--- config.mk ---
export PLATFORM = sky130hd
export DESIGN_NAME = serial_alu_sequencer
export DESIGN_NICKNAME = d
export VERILOG_FILES = /design/src/rtl/serial_alu_pkg.sv /design/src/rtl/serial_alu_bit.sv /design/src/rtl/serial_alu_sequencer.sv
export SDC_FILE = /design/constraint.sdc
export NUM_CORES = 1
export LEC_CHECK = 0
export ABC_CLOCK_PERIOD_IN_PS = 3800
export CORE_MARGIN = 2
export CORE_UTILIZATION = 39
export CTS_CLUSTER_DIAMETER = 150
export DETAILED_ROUTE_END_ITERATION = 10
export HOLD_SLACK_MARGIN = 0.15
export PLACE_DENSITY = 0.6
export SYNTH_ARGS = -nofsm -noshare
export SYNTH_HDL_FRONTEND = slang
export SYNTH_SLANG_ARGS = --single-unit
--- constraint.sdc ---
create_clock -name clk -period 3.8 [get_ports clk]
set_input_delay 0.38 -clock clk [delete_from_list [all_inputs] [get_ports clk]]
set_output_delay 0.38 -clock clk [all_outputs]
set_load 0.02 [all_outputs]
--- src/rtl/serial_alu_pkg.sv ---
// Shared types and constants for the bit-serial ALU sequencer and its 1-bit slice.
package serial_alu_pkg;

  typedef enum logic [2:0] {
    ARITH_ADD  = 3'b000,
    ARITH_SUB  = 3'b001,
    ARITH_INC  = 3'b010,
    ARITH_DEC  = 3'b011,
    ARITH_ADC  = 3'b100,
    ARITH_SBB  = 3'b101,
    ARITH_PASS = 3'b110,
    ARITH_RSVD = 3'b111
  } arith_op_e;

  typedef enum logic [2:0] {
    LOGIC_AND  = 3'b000,
    LOGIC_OR   = 3'b001,
    LOGIC_XOR  = 3'b010,
    LOGIC_NAND = 3'b011,
    LOGIC_NOR  = 3'b100,
    LOGIC_XNOR = 3'b101,
    LOGIC_NOT  = 3'b110,
    LOGIC_PASS = 3'b111
  } logic_op_e;

  localparam logic MODE_ARITH = 1'b0;
  localparam logic MODE_LOGIC = 1'b1;

  localparam logic [2:0] OPSEL_RESERVED = 3'b111;

  typedef enum logic [1:0] {
    IDLE = 2'd0,
    RUN  = 2'd1,
    DONE = 2'd2
  } state_e;

endpackage

--- src/rtl/serial_alu_bit.sv ---
// Combinational 1-bit ALU slice: full adder in arithmetic mode, bitwise ops in logic mode.
module serial_alu_bit
  import serial_alu_pkg::*;
(
  input  logic       a,
  input  logic       b,
  input  logic       c,
  input  logic [2:0] opsel,
  input  logic       mode,
  output logic       s,
  output logic       cnext
);

  // NOTE: every output gets a default first so no path through the case leaves it unassigned (no latch).
  always_comb begin
    s     = 1'b0;
    cnext = 1'b0;
    if (mode == MODE_ARITH) begin
      // The sequencer has already shaped b and the initial carry; only the reserved op is special here.
      if (opsel != OPSEL_RESERVED) begin
        s     = a ^ b ^ c;
        cnext = (a & b) | (a & c) | (b & c);
      end
    end else begin
      case (opsel)
        LOGIC_AND:  s = a & b;
        LOGIC_OR:   s = a | b;
        LOGIC_XOR:  s = a ^ b;
        LOGIC_NAND: s = ~(a & b);
        LOGIC_NOR:  s = ~(a | b);
        LOGIC_XNOR: s = ~(a ^ b);
        LOGIC_NOT:  s = ~a;
        default:    s = a;
      endcase
    end
  end

endmodule

--- src/rtl/serial_alu_sequencer.sv ---
// Bit-serial multi-bit ALU: processes operands LSB-first through serial_alu_bit, one bit per clock.
// Optional flag outputs (zero/neg/ovf) are built when SERIAL_ALU_FLAGS_EN is defined.
module serial_alu_sequencer
  import serial_alu_pkg::*;
#(
  parameter int WIDTH = 8
) (
  input  logic             clk,
  input  logic             rst,
  input  logic             in_valid,
  output logic             in_ready,
  input  logic [WIDTH-1:0] in_op1,
  input  logic [WIDTH-1:0] in_op2,
  input  logic             in_cin,
  input  logic [2:0]       in_opsel,
  input  logic             in_mode,
  output logic             out_valid,
  input  logic             out_ready,
  output logic [WIDTH-1:0] out_result,
  output logic             out_cout
`ifdef SERIAL_ALU_FLAGS_EN
  ,
  output logic             out_zero,
  output logic             out_neg,
  output logic             out_ovf
`endif
);

  localparam int CNT_W = (WIDTH > 1) ? $clog2(WIDTH) : 1;

  state_e           state, state_next;
  logic             load, step, last;
  logic [WIDTH-1:0] a_sr, b_sr;
  logic [WIDTH-2:0] res_sr;
  logic [WIDTH-1:0] res_cat;
  logic [2:0]       opsel_q;
  logic             mode_q;
  logic             carry_q;
  logic [CNT_W-1:0] count;
  logic [WIDTH-1:0] b_init;
  logic             c0;
  logic             s, cnext;

  // Effective second operand and initial carry, resolved once at accept time.
  always_comb begin
    b_init = in_op2;
    c0     = 1'b0;
    if (in_mode == MODE_ARITH) begin
      case (in_opsel)
        ARITH_ADD:  begin b_init = in_op2;  c0 = 1'b0;   end
        ARITH_SUB:  begin b_init = ~in_op2; c0 = 1'b1;   end
        ARITH_INC:  begin b_init = '0;      c0 = 1'b1;   end
        ARITH_DEC:  begin b_init = '1;      c0 = 1'b0;   end
        ARITH_ADC:  begin b_init = in_op2;  c0 = in_cin; end
        ARITH_SBB:  begin b_init = ~in_op2; c0 = in_cin; end
        default:    begin b_init = '0;      c0 = 1'b0;   end
      endcase
    end
  end

  serial_alu_bit u_bit (
    .a     (a_sr[0]),
    .b     (b_sr[0]),
    .c     (carry_q),
    .opsel (opsel_q),
    .mode  (mode_q),
    .s     (s),
    .cnext (cnext)
  );

  assign last    = (count == CNT_W'(WIDTH - 1));
  assign res_cat = {s, res_sr};

  always_ff @(posedge clk or posedge rst) begin
    if (rst) state <= IDLE;
    else     state <= state_next;
  end

  always_comb begin
    state_next = state;
    in_ready   = 1'b0;
    out_valid  = 1'b0;
    load       = 1'b0;
    step       = 1'b0;
    case (state)
      IDLE: begin
        in_ready = ~rst;
        if (in_valid && in_ready) begin
          load       = 1'b1;
          state_next = RUN;
        end
      end
      RUN: begin
        step = 1'b1;
        if (last) state_next = DONE;
      end
      DONE: begin
        out_valid = 1'b1;
        if (out_ready) state_next = IDLE;
      end
      default: state_next = IDLE;
    endcase
  end

  // NOTE: sequential state uses non-blocking assignments so every register samples pre-edge values.
  // NOTE: the shift registers are reset too, so an aborted operation leaves nothing behind.
  always_ff @(posedge clk or posedge rst) begin
    if (rst) begin
      a_sr       <= '0;
      b_sr       <= '0;
      res_sr     <= '0;
      opsel_q    <= '0;
      mode_q     <= MODE_ARITH;
      carry_q    <= 1'b0;
      count      <= '0;
      out_result <= '0;
      out_cout   <= 1'b0;
    end else if (load) begin
      a_sr    <= in_op1;
      b_sr    <= (in_mode == MODE_ARITH) ? b_init : in_op2;
      opsel_q <= in_opsel;
      mode_q  <= in_mode;
      carry_q <= c0;
      count   <= '0;
    end else if (step) begin
      a_sr    <= a_sr >> 1;
      b_sr    <= b_sr >> 1;
      res_sr  <= res_cat[WIDTH-1:1];
      carry_q <= cnext;
      count   <= count + 1'b1;
      if (last) begin
        out_result <= res_cat;
        out_cout   <= cnext;
      end
    end
  end

`ifdef SERIAL_ALU_FLAGS_EN
  // carry_q holds the carry into the MSB while the last bit is evaluated.
  always_ff @(posedge clk or posedge rst) begin
    if (rst) begin
      out_zero <= 1'b0;
      out_neg  <= 1'b0;
      out_ovf  <= 1'b0;
    end else if (step && last) begin
      out_zero <= (res_cat == '0);
      out_neg  <= s;
      out_ovf  <= (mode_q == MODE_ARITH) ? (carry_q ^ cnext) : 1'b0;
    end
  end
`endif

endmodule

== Yosys cells after proc, flatten, opt, wreduce, memory -nomap -nowiden ==
Cells that the tools add are included.

* Reductions and logical operators: 12
* Eq/ne operators: 18
* Add/sub/neg operators: 1
* Multiplexer cells: 26
* Bitwise gates (word level): 15

{| class="wikitable"
|+ Operators with widths
! kind !! number
|-
| 2-to-1 mux 8 bit || 5
|-
| one-hot mux 8 bit (3 select lines) || 1
|-
| equality test 3 bit (second input constant) || 6
|-
| equality test 3 x 2 -> 1 bit (second input constant) || 4
|-
| 2-to-1 mux 1 bit || 12
|-
| inverter 8 bit || 1
|-
| OR reduction 2 bit || 4
|-
| one-hot mux 1 bit (7 select lines) || 1
|-
| equality test 3 x 1 -> 1 bit (second input constant) || 2
|-
| zero test 3 bit || 2
|-
| 2-to-1 mux 2 bit || 3
|-
| 2-to-1 mux 3 bit || 2
|-
| != test 2 bit (second input constant) || 3
|-
| inverter 1 bit || 6
|-
| one-hot mux 2 bit (3 select lines) || 1
|-
| AND reduction 3 bit || 2
|-
| adder 3 x 1 -> 3 bit (second input constant) || 1
|-
| AND 1 bit || 3
|-
| != test 3 bit (second input constant) || 1
|-
| bitwise OR 1 bit || 3
|-
| equality test 2 x 1 -> 1 bit (second input constant) || 1
|-
| equality test 2 bit (second input constant) || 1
|-
| zero test 2 bit || 1
|-
| one-hot mux 1 bit (2 select lines) || 1
|-
| 4 further kinds || 5
|}

* Input port bits: 25
* Flip-flop bits (word level): 42
* Output and inout port bits: 11
* Word-level logic and storage cells: 82

== Depth between registers and ports, before layout ==
* Depth in word-level cells: 7
* Gate-level depth with buffers: 6
* Mapped depth without buffers: 6

== Cells and area by module ==
A second synthesis with hierarchy kept.

* Cells, all modules: 221
* Area, all modules: 2210.9 um2

{| class="wikitable"
|+ Modules (own cells, without submodules)
! module !! instances !! cells an instance !! area each (um2) !! seq. area each (um2)
|-
| serial_alu_sequencer || 1 || 202 || 2045.7 || 1051.0
|-
| serial_alu_bit || 1 || 19 || 165.2 || 0.0
|}

== Worst setup path before layout ==
OpenSTA, ideal clock, no wires.

* Path type: register -> register
* Start point: register count[0]
* End point: register out_result[0]
* Setup time: 0.125 ns
* Path slack: 2.252 ns
* Cell stages (with the launch flop): 6
* Data required time: 3.675 ns
* Period minus slack after synthesis: 1.548 ns
* Data arrival time: 1.423 ns
* Path buffers: 1
* Cell sequence: dfrtp_1 > ha_1 > ha_1 > nand3b_1 > buf_2 > mux2_2

* Cells in the longest elaborated chain, start to end: 2

{| class="wikitable"
|+ RTL lines
! item !! RTL line !! text
|-
| from (decl) || serial_alu_sequencer.sv:39 || <nowiki>logic [CNT_W-1:0] count;</nowiki>
|-
| from (signal assigned) || serial_alu_sequencer.sv:130 || <nowiki>count <= count + 1'b1;</nowiki>
|-
| equality test 3 bit || serial_alu_sequencer.sv:71 || <nowiki>assign last = (count == CNT_W'(WIDTH - 1));</nowiki>
|-
| AND reduction 3 bit (no source line) || n/a ||
|-
| to (signal assigned) || serial_alu_sequencer.sv:132 || <nowiki>out_result <= res_cat;</nowiki>
|-
| to (decl) || serial_alu_sequencer.sv:19 || <nowiki>output logic [WIDTH-1:0] out_result,</nowiki>
|}

Every way passes these cells.
A chain may end at the register's enable or synchronous reset.

== Worst setup path after layout ==
* Start point: input rst
* End point: register b_sr[6]

* Cells in the longest elaborated chain, start to end: 5
* Elaborated cells on any way between the ends: 6
* Classes of those cells: mux: 3; bitwise: 1; reduce/logical: 2

{| class="wikitable"
|+ RTL lines
! item !! RTL line !! text
|-
| from (decl) || serial_alu_sequencer.sv:9 || <nowiki>input logic rst,</nowiki>
|-
| inverter 1 bit (*) || serial_alu_sequencer.sv:87 || <nowiki>in_ready = ~rst;</nowiki>
|-
| logical AND 1 bit (*) || serial_alu_sequencer.sv:88 || <nowiki>if (in_valid && in_ready) begin</nowiki>
|-
| 2-to-1 mux 1 bit (*) || serial_alu_sequencer.sv:88 ||
|-
| 2-to-1 mux 1 bit (*) || serial_alu_sequencer.sv:85 || <nowiki>case (state)</nowiki>
|-
| 2-to-1 mux 8 bit or nonzero test 2 bit (tied branches) || n/a ||
|-
| to (signal assigned) || serial_alu_sequencer.sv:120 || <nowiki>b_sr <= (in_mode == MODE_ARITH) ? b_init : in_op2;</nowiki>
|-
| to (signal assigned) || serial_alu_sequencer.sv:127 || <nowiki>b_sr <= b_sr >> 1;</nowiki>
|-
| to (decl) || serial_alu_sequencer.sv:33 || <nowiki>logic [WIDTH-1:0] a_sr, b_sr;</nowiki>
|}

Every way passes the cells marked *; elsewhere a longest branch is shown, timed or not.

==> impl_results.md <==
* Slowest-stage cell, CP: nor4b_4
* CP Data Required Time at 3.98 ns
* Slew Limit Fails at 0
* Setup Buffers After CTS at 0
* Crit path DAT at 2.20 ns
* Clock sinks at 42
* GRT Resource Usage Total at 16.2%
* Top cells by area, synth: dfrtp_1, nand2_1, mux2_2
* Via count at 1,631
* Async set-reset flop share out of synthesis at 100%
* Share of cells above drive strength 1 at 8.91%
* Gr ovfl total at 0
* HPWL Detailed at 2.98 mm
* Post-synth EDFFs at 0
* First-pass GRT wire length at 7.62 mm
* Worst skew pair latency at 0.30 ns
* Nets at 276
* Critical Path Sink Type: flop
* Clock root buffer: clkbuf_8
* Setup TNS at 0 ns
* Final WS setup at 1.78 ns
* Worst slew pin tran at 0.781 ns
* Setup crit start kind: primary input
* Die W at 76.9 um
* Initial core utilization at 40.5%
* Final WL at 4.26 mm
* Hold crit path type: flop to flop
* Antenna cells at 0
* I/O pin cnt at 36
* Yosys reg bits at 42
* Critical path class: primary input to flop
* Hold_buf cts at 0
* Area leader, netlist: dfrtp_1
* Worst Path Buf+Inv at 1
* CORE AREA at 5110 um^2
* Status: completed
* Gate Count Post-Synth at 214
* Worst relative slew slack at 47.7%
* Seq/Total Area, Yosys at 50.8%
* Skew final at 0.00859 ns
* First drt pass iteration count at 4
* Final ANT Viol Nets at 0
* RSZ-0062 raised after global routing: no
* Maximum VDD drop at 388 uV
* Die height at 76.9 um
* Cell Area, Synth at 2070 um^2
* PwrDens at 718 nW/um^2
* Num CTS Buffers at 5
* Hold Fails Final Rpt at 0
* Predominant post-synthesis flop cell: dfrtp_1
* CTS tree: built
* DR WL/cell at 13.5 um
* Clock Pin Slew Worst Setup and Hold Paths at 0.08 ns
* Top-area cell type share of the netlist area at 50.8%
* DP Area at 2450 um^2
* Vias per Instance at 5.15
* Number of DRC markers in iteration 0 at 92
* Vias in the first global route at 1,600
* DRC Markers at 0
* CP Max Fanout at 15
* CP delay by family, top: simple AND/OR/NAND/NOR gates
* IO buf count at 35
* Period utilisation layout at 53.2%
* Max clock buf depth at 2
* Post-layout min period at 2.02 ns
* CP peak stage delay at 0.69 ns
* Area grow syn2layout at 22.7%
* Top post-synthesis cells by count: nand2_1, dfrtp_1, o21ai_0
* Synthesis Warnings at 0
* Die area at 5910 um^2
* Initial antenna violation count at 0
* # rows at 26
* Avg Cell Area, Syn at 9.68 um^2
* H-tree depth at 2
* Crit-path cells: clkdlybuf4s50_1, nor4b_4, nor2_2, a221o_1
* Leak Pwr at 1.15 nW
* Largest net degree at the start of global routing at 43
* Final setup fails at 0
* GPL Wtd Cong at 0.713
* Final Instance Area at 2540 um^2
* Mapped Nets at 244
* Post-synthesis cell type count at 36
* Max_cap viols at 0
* # resized after CTS at 0
* Max Clk Rate at 0.495 GHz
* Leading cell type by number of instances after synthesis: nand2_1
* Dpl ws at 1.45 ns
worst register-to-register path, delay by kind of cell (launching register included):
| family | cells | cell delay [ns] |
|---|---|---|
| buf+inv | 1 | 0.33 |
| flops | 1 | 0.47 |
| simple gates | 2 | 0.73 |
| compound gates | 1 | 0.36 |
per-layer routing:
layer	part of all wire (%)	global-route usage (%)	wire length, um	vias to the layer above
met2	49	26.2	2070	32
met3	4.0	3.88	171	7
met5	0	0	0	-
li1	-	-	-	804
met4	1.8	7.27	76	0
met1	46	20.6	1950	788
power by group:
part           switching, mW  internal (mW)  total [mW]
Sequential             0.147          0.641       0.788
Combinational          0.400          0.347       0.747
Clock                  0.159          0.129       0.289
Total                  0.707           1.12        1.82
area by class of cell:
type                    count  area [um^2]
clock inverters             3         21.3
repair buffers             37          365
multi-input cells         154          923
clock buffers               5         68.8
inverters                   6         22.5
fillers                   505         2570
flip-flops and latches     42         1050
well taps                  70         87.6
logic make-up after synthesis:
group | Yosys count | share of synthesized area, %
compound gates | 48 | 15.4
xor+xnor | 1 | 0.423
fa+ha+maj | 5 | 3.38
buf+inv | 18 | 4.65
flops | 42 | 50.8
mux | 10 | 5.38
simple gates | 90 | 20.0
path summary, 6_finish.rpt:
kind	to	slack (ns)	cells past startpoint	startpoint
min in group asynchronous	out_result[4]$_DFFE_PP0P_	0.63	3	rst
max reg2reg	b_sr[6]$_DFFE_PP0P_	1.79	4	state[0]$_DFFE_PP0P_
min reg2reg	a_sr[2]$_DFFE_PP0P_	0.48	2	a_sr[2]$_DFFE_PP0P_
max in group asynchronous	a_sr[6]$_DFFE_PP0P_	2.81	3	rst
max	b_sr[6]$_DFFE_PP0P_	1.78	4	rst
min	a_sr[2]$_DFFE_PP0P_	0.48	2	a_sr[2]$_DFFE_PP0P_
cell usage in the layout (no fill, tap or decap), types with 4 or more instances in the layout:
cell | netlist | routed
o21ai_0 | 14 | 14
dfrtp_1 | 42 | 42
ha_1 | 4 | 4
a21oi_1 | 10 | 10
nand3_1 | 5 | 5
nor2_1 | 11 | 11
nand2_1 | 56 | 56
inv_1 | 6 | 6
a221o_1 | 8 | 8
clkdlybuf4s50_1 | 0 | 35
mux2_2 | 9 | 9
a22oi_1 | 6 | 6
clkbuf_8 | 0 | 5
flip-flops by register name (all words and copies together), names as in the netlist:
name	cells
carry_q	1
opsel_q	3
b_sr	8
mode_q	1
res_sr	7
count	3
out_result	8
state	2
out_cout	1
a_sr	8
stage by stage:
step	std cells	power (mW)	hold WS, ns	util [%]
after floorplan	214	1.33	0.442	-
after global placement	309	1.54	0.460	48.0
after detailed placement	309	1.56	0.462	48.0
after CTS	317	1.85	0.483	49.7
after global routing	317	1.99	0.496	49.7
final	317	1.82	0.478	49.7
No activity file was read; power rests on OpenSTA's default activity.
